--- src/rtl/alu_pkg.sv ---
// Shared types and constants for the ALU write-back stage.
package alu_pkg;

  localparam int DATA_W = 8;
  localparam int ADDR_W = 3;

  typedef enum logic [2:0] {
    CMD_ADD  = 3'b000,
    CMD_LSH  = 3'b001,
    CMD_RSH  = 3'b010,
    CMD_NAND = 3'b011,
    CMD_SUB  = 3'b100
  } alu_cmd_e;

  typedef enum logic {
    EMPTY = 1'b0,
    FULL  = 1'b1
  } wb_state_e;

  // NAND has no meaningful carry-out, so only arithmetic and shift commands touch carry.
  function automatic logic cmd_sets_carry(input logic [2:0] cmd);
    return (cmd == CMD_ADD) || (cmd == CMD_LSH) || (cmd == CMD_RSH) || (cmd == CMD_SUB);
  endfunction

  function automatic logic cmd_sets_zp(input logic [2:0] cmd);
    return cmd <= CMD_SUB;
  endfunction

endpackage

--- src/rtl/alu_flags.sv ---
// Carry, zero and parity flag registers; a carry-updating accept beats flag_clr.
module alu_flags
  import alu_pkg::*;
(
  input  logic       clk,
  input  logic       reset,
  input  logic       accept,
  input  logic [2:0] alu_cmd,
  input  logic       sc_o,
  input  logic       zero,
  input  logic       pari,
  input  logic       flag_clr,
  output logic       sc_i,
  output logic       zero_f,
  output logic       pari_f
);

  always_ff @(posedge clk or posedge reset) begin
    if (reset) begin
      sc_i   <= 1'b0;
      zero_f <= 1'b0;
      pari_f <= 1'b0;
    end else begin
      if (accept && cmd_sets_carry(alu_cmd)) begin
        sc_i <= sc_o;
      end else if (flag_clr) begin
        sc_i <= 1'b0;
      end
      if (accept && cmd_sets_zp(alu_cmd)) begin
        zero_f <= zero;
        pari_f <= pari;
      end
    end
  end

endmodule

--- src/rtl/alu_wb.sv ---
// ALU write-back stage: one-entry pipeline register toward the register file,
// flag registers, forwarding of the pending write and a retire counter.
module alu_wb
  import alu_pkg::*;
(
  input  logic              clk,
  input  logic              reset,
  input  logic              ex_valid,
  output logic              ex_ready,
  input  logic [2:0]        alu_cmd,
  input  logic [DATA_W-1:0] rslt,
  input  logic              sc_o,
  input  logic              zero,
  input  logic              pari,
  input  logic [ADDR_W-1:0] dest,
  input  logic              wr_en_i,
  input  logic              flag_clr,
  output logic              sc_i,
  output logic              zero_f,
  output logic              pari_f,
  output logic              wb_valid,
  input  logic              wb_ready,
  output logic [ADDR_W-1:0] wb_addr,
  output logic [DATA_W-1:0] wb_data,
  input  logic [ADDR_W-1:0] fwd_addr,
  output logic              fwd_hit,
  output logic [DATA_W-1:0] fwd_data,
  output logic [7:0]        retire_cnt
);

  // Handshake: a transfer happens on a rising edge where valid and ready are both
  // high; valid never depends on ready, and payload is held while valid && !ready.
  wb_state_e state_q, state_d;
  logic      accept;
  logic      load;
  logic      drain;

  assign ex_ready = (state_q == EMPTY) || wb_ready;
  assign accept   = ex_valid && ex_ready;
  assign load     = accept && wr_en_i;
  assign drain    = (state_q == FULL) && wb_ready;
  assign wb_valid = (state_q == FULL);
  assign fwd_hit  = wb_valid && (fwd_addr == wb_addr);
  assign fwd_data = wb_data;

  always_ff @(posedge clk or posedge reset) begin
    if (reset) state_q <= EMPTY;
    else       state_q <= state_d;
  end

  always_comb begin
    state_d = state_q;
    case (state_q)
      EMPTY: if (load) state_d = FULL;
      FULL: begin
        if (load)          state_d = FULL;
        else if (wb_ready) state_d = EMPTY;
      end
      default: state_d = EMPTY;
    endcase
  end

  always_ff @(posedge clk or posedge reset) begin
    if (reset) begin
      wb_addr    <= '0;
      wb_data    <= '0;
      retire_cnt <= '0;
    end else begin
      if (load) begin
        wb_addr <= dest;
        wb_data <= rslt;
      end
      if (drain) retire_cnt <= retire_cnt + 8'd1;
    end
  end

  alu_flags u_flags (
    .clk      (clk),
    .reset    (reset),
    .accept   (accept),
    .alu_cmd  (alu_cmd),
    .sc_o     (sc_o),
    .zero     (zero),
    .pari     (pari),
    .flag_clr (flag_clr),
    .sc_i     (sc_i),
    .zero_f   (zero_f),
    .pari_f   (pari_f)
  );

endmodule

--- config.mk ---
export PLATFORM = sky130hd
export DESIGN_NAME = alu_wb
export DESIGN_NICKNAME = d
export VERILOG_FILES = /design/src/rtl/alu_pkg.sv /design/src/rtl/alu_flags.sv /design/src/rtl/alu_wb.sv
export SDC_FILE = /design/constraint.sdc
export NUM_CORES = 1
export LEC_CHECK = 0
export CAP_MARGIN = 15
export CORE_MARGIN = 2
export CORE_UTILIZATION = 38
export DETAILED_ROUTE_END_ITERATION = 6
export MAX_ROUTING_LAYER = met4
export PLACE_DENSITY_LB_ADDON = 0.08
export SLEW_MARGIN = 20
export SYNTH_ARGS = -nofsm -noshare
export SYNTH_HDL_FRONTEND = slang
export SYNTH_SLANG_ARGS = --single-unit
--- constraint.sdc ---
create_clock -name clk -period 1.5 [get_ports clk]
set_input_delay 0.225 -clock clk [delete_from_list [all_inputs] [get_ports clk]]
set_output_delay 0.225 -clock clk [all_outputs]
set_load 0.01 [all_outputs]
==> summary.txt <==
Status
  • Outcome: finished clean

Critical path
  • Worst Path Buf+Inv: 1
  • Family with the most delay on the worst path: buffers and inverters
  • WP data required: about 1.3 ns
  • Kind of critical path: reg2out
  • Crit path depth: 1
  • Crit-path max cell delay: approximately 0.54 ns
  • Worst r2r path cells: 5
  • CP endpoint kind: primary output
  • Cell-by-cell trace of the critical path: clkdlybuf4s50_1
  • CP arrival: around 1.2 ns
  • Critical path launch point type: flop
  • Worst Path Max Fanout: 3
  • Crit-path slowest cell: clkdlybuf4s50_1

Synth
  • FF+latch count, synth: 23
  • Cells after Synth: between 80 and 90
  • Count of different cell masters after synthesis: 21
  • Top cell type by total area after synthesis: dfrtp_1
  • Yosys warning total: 0
  • Synth area leaders: dfrtp_1 (52%), mux2_4 (12%), mux2_2 (6.2%)
  • Sequential share of the synthesized area: 52.39%
  • Synth top area share: 52.39%
  • Cell area after synthesis: about 1100 um^2
  • Post-synthesis average cell area: ~13 um^2
  • Synth Net Count: 110
  • Fraction of registers with async set/reset: between 90% and 100%
  • Ys flop type: dfrtp_1
  • Post-synth EDFFs: 0

Clock tree
  • Max Root-Sink Buffers: 2
  • Clock tree root buffer cell: clkbuf_4
  • CTS clk-pin slew, worst paths: roughly 0.13 ns
  • CTS H-tree depth: 1
  • # hold bufs at CTS: 0
  • TritonCTS Sinks: 23
  • CTS tree: done
  • Clock latency on the worst-skew pair: between 0.3 and 0.4 ns
  • Num CTS Buffers: 3

Timing
  • Final Slew Violations: 0
  • RSZ-0062 raised after global routing: true
  • Normalized max-slew margin: between 80% and 90%
  • Final Hold Vio Count: 0
  • Hold slack: 0.2461 ns
  • Fin crit share: ~100%
  • Worst Skew: approximately 0.0054 ns
  • Fmax: between 600 and 700 MHz
  • Tmin final: 1.464 ns
  • Setup-failing EPs final: 0
  • Worst Tran Pin Value: just under 0.3 ns

Job
  • Max-cap violations: 0

Global route
  • GR peak layer: met2
  • GR met3 Demand/Resource: 3.348%
  • Number of global-route vias before repair: around 850
  • GRT Residual Overflow: 0
  • Pin count of the biggest net entering global routing: 24
  • GR met2 Demand/Resource: 24.68%
  • GRT Resource Usage Total: between 15 and 20%
  • Met1 GRT Util: between 10% and 20%
  • Initial antenna violation count: 0
  • Global-route wire length before repair: roughly 3800 um

Placed design
  • Hpwl dp: ~1700 um
  • Buffers on Ports: 58
  • Final GP Congestion: 0.6608
  • Placement Cell Area: 1707 um^2

Pwr
  • Sequential share of power: 40.2%
  • Internal Power: ~1.5 mW
  • Switch share: 30.81%
  • Cell area power density: between 1000 and 1500 nW/um^2
  • Leakage power: between 1 and 1.5 nW
  • Clock share of power: between 10% and 20%
  • Psw: roughly 670 uW
  • VDD IR max: around 0.80 mV
  • Share of total power in combinational logic: a little under half

Detailed routing
  • Final WL: between 2000 and 2500 um
  • DRC: 0
  • Drt wl/cell: 12.81 um
  • Detailed Routing Iterations Pass 1: 4
  • Initial DRC Count: 9
  • DR vias/cell: around 4.7
  • Post-route antenna net violation count: 0
  • Routed vias: roughly 860

Layout
  • Share of cells above drive strength 1: 26.32%
  • Cell area after layout: about 1800 um^2
  • Area growth from synthesis to layout: 66.97%
  • Nets: 180
  • Fillers: approximately 230
  • Antenna diodes: 0

Floorplan
  • Die height: between 50 and 60 um
  • I/O pins: between 50 and 60
  • Die W: approximately 58 um
  • Core footprint: between 2000 and 3000 um^2
  • Initial Util: approximately 40%
  • Row count: 19
  • Die ar.: between 3000 and 4000 um^2

Min path
  • Worst min path class: in2async
## synthesized netlist by cell type, types with 3 or more instances
| cell | number |
|---|---|
| mux2_4 | 9 |
| dfrtp_1 | 23 |
| xor2_1 | 4 |
| nor3_1 | 3 |
| xnor2_1 | 6 |
| buf_4 | 8 |
| nand3_1 | 3 |
| mux2_2 | 6 |
| inv_1 | 4 |
| nand2_1 | 6 |
## through the flow
| stage | setup TNS (ns) | setup WS [ns] | utilization, % | power (mW) | cells |
|---|---|---|---|---|---|
| global placement | -1.571 | -0.3084 | 61.89 | 1.802 | 171 |
| CTS | 0 | 0.003023 | 63.79 | 2.183 | 180 |
| detailed placement | -1.662 | -0.3078 | 61.89 | 1.821 | 171 |
| finish | 0 | 0.03553 | 66.52 | 2.159 | 183 |
| floorplan | 0 | 0.2121 | - | 1.329 | 83 |
| global route | -0.03048 | -0.02909 | 66.52 | 2.291 | 183 |
## final timing paths
kind                          startpoint             to  slack (ns)
setup / recovery             fwd_data[2]    fwd_data[2]        0.04
hold / removal                     reset    fwd_data[4]        0.25
setup reg to reg           retire_cnt[0]  retire_cnt[4]        0.19
hold reg to reg            retire_cnt[7]  retire_cnt[7]        0.48
max in group asynchronous          reset    fwd_data[5]        1.02
min in group clk           retire_cnt[7]  retire_cnt[7]        0.48
## per-layer routing
| metal | part of all wire (%) | vias up |
|---|---|---|
| li1 | - | 405 |
| met1 | 40 | 416 |
| met2 | 52 | 36 |
| met3 | 6.9 | 4 |
| met4 | 1.7 | 0 |
| met5 | 0 | - |
## cell usage in the layout (no fill, tap or decap), types with 2 or more instances in the layout
cell,count
clkbuf_4,3
nand2_1,6
nor3_1,2
xnor2_1,6
nand3_1,3
mux2_4,9
inv_1,4
dfrtp_1,23
dlymetal6s2s_1,19
clkdlybuf4s50_1,33
buf_4,16
dlygate4sd2_1,5
xor2_1,4
mux2_2,6
## timing repair
| action | CTS | global route |
|---|---|---|
| resized for setup | 9 | 20 |
| pin swaps | 0 | 1 |
| setup endpoints to repair | 10 | 23 |
| cloned | 0 | 0 |
| setup buffers | 5 | 3 |
## registers in the layout, summed over array words and instances, names as in the netlist
name            count
fwd_data            8
retire_cnt          8
wb_addr             3
u_flags.pari_f      1
u_flags.sc_i        1
u_flags.zero_f      1
wb_valid            1
## power by group through the flow
stage          Combinational (mW)  Sequential, mW  Clock (mW)
6_report                     1.01           0.868       0.286
3_5_place_dp                0.903           0.918           0
4_1_cts                      1.01           0.874       0.299
5_1_grt                      1.08           0.888       0.326
2_1_floorplan               0.352           0.976           0
3_3_place_gp                0.889           0.913           0
## tightest hold or removal path: stages
cell             delay [ns]
clkdlybuf4s50_1        0.40
inv_1                  0.05
buf_4                  0.28
## cells by family (layout without fill, tap and decap cells)
| family | Yosys count | count (layout) | share of synthesized area [%] |
|---|---|---|---|
| AOI/OAI and AO/OA | 1 | 1 | 0.4551 |
| adders and majority gates | 1 | 1 | 1.139 |
| xor gates and xnor gates | 10 | 10 | 7.972 |
| buffers and inverters | 13 | 82 | 7.859 |
| muxes | 15 | 15 | 18.45 |
| and+or+nand+nor | 20 | 20 | 11.73 |
| DFF | 23 | 23 | 52.39 |
## area by class of cell
cell class                 count  area (um^2)  area share (%)
timing repair buffer          74        737.0           40.18
inverter                       4        15.01          0.8186
sequential                    23        575.6           31.38
multi-input combinational     47        441.7           24.08
tap                           31        38.79           2.115
clock buffer                   4        26.28           1.432
Note: power is estimated with default switching activity, not from simulation.
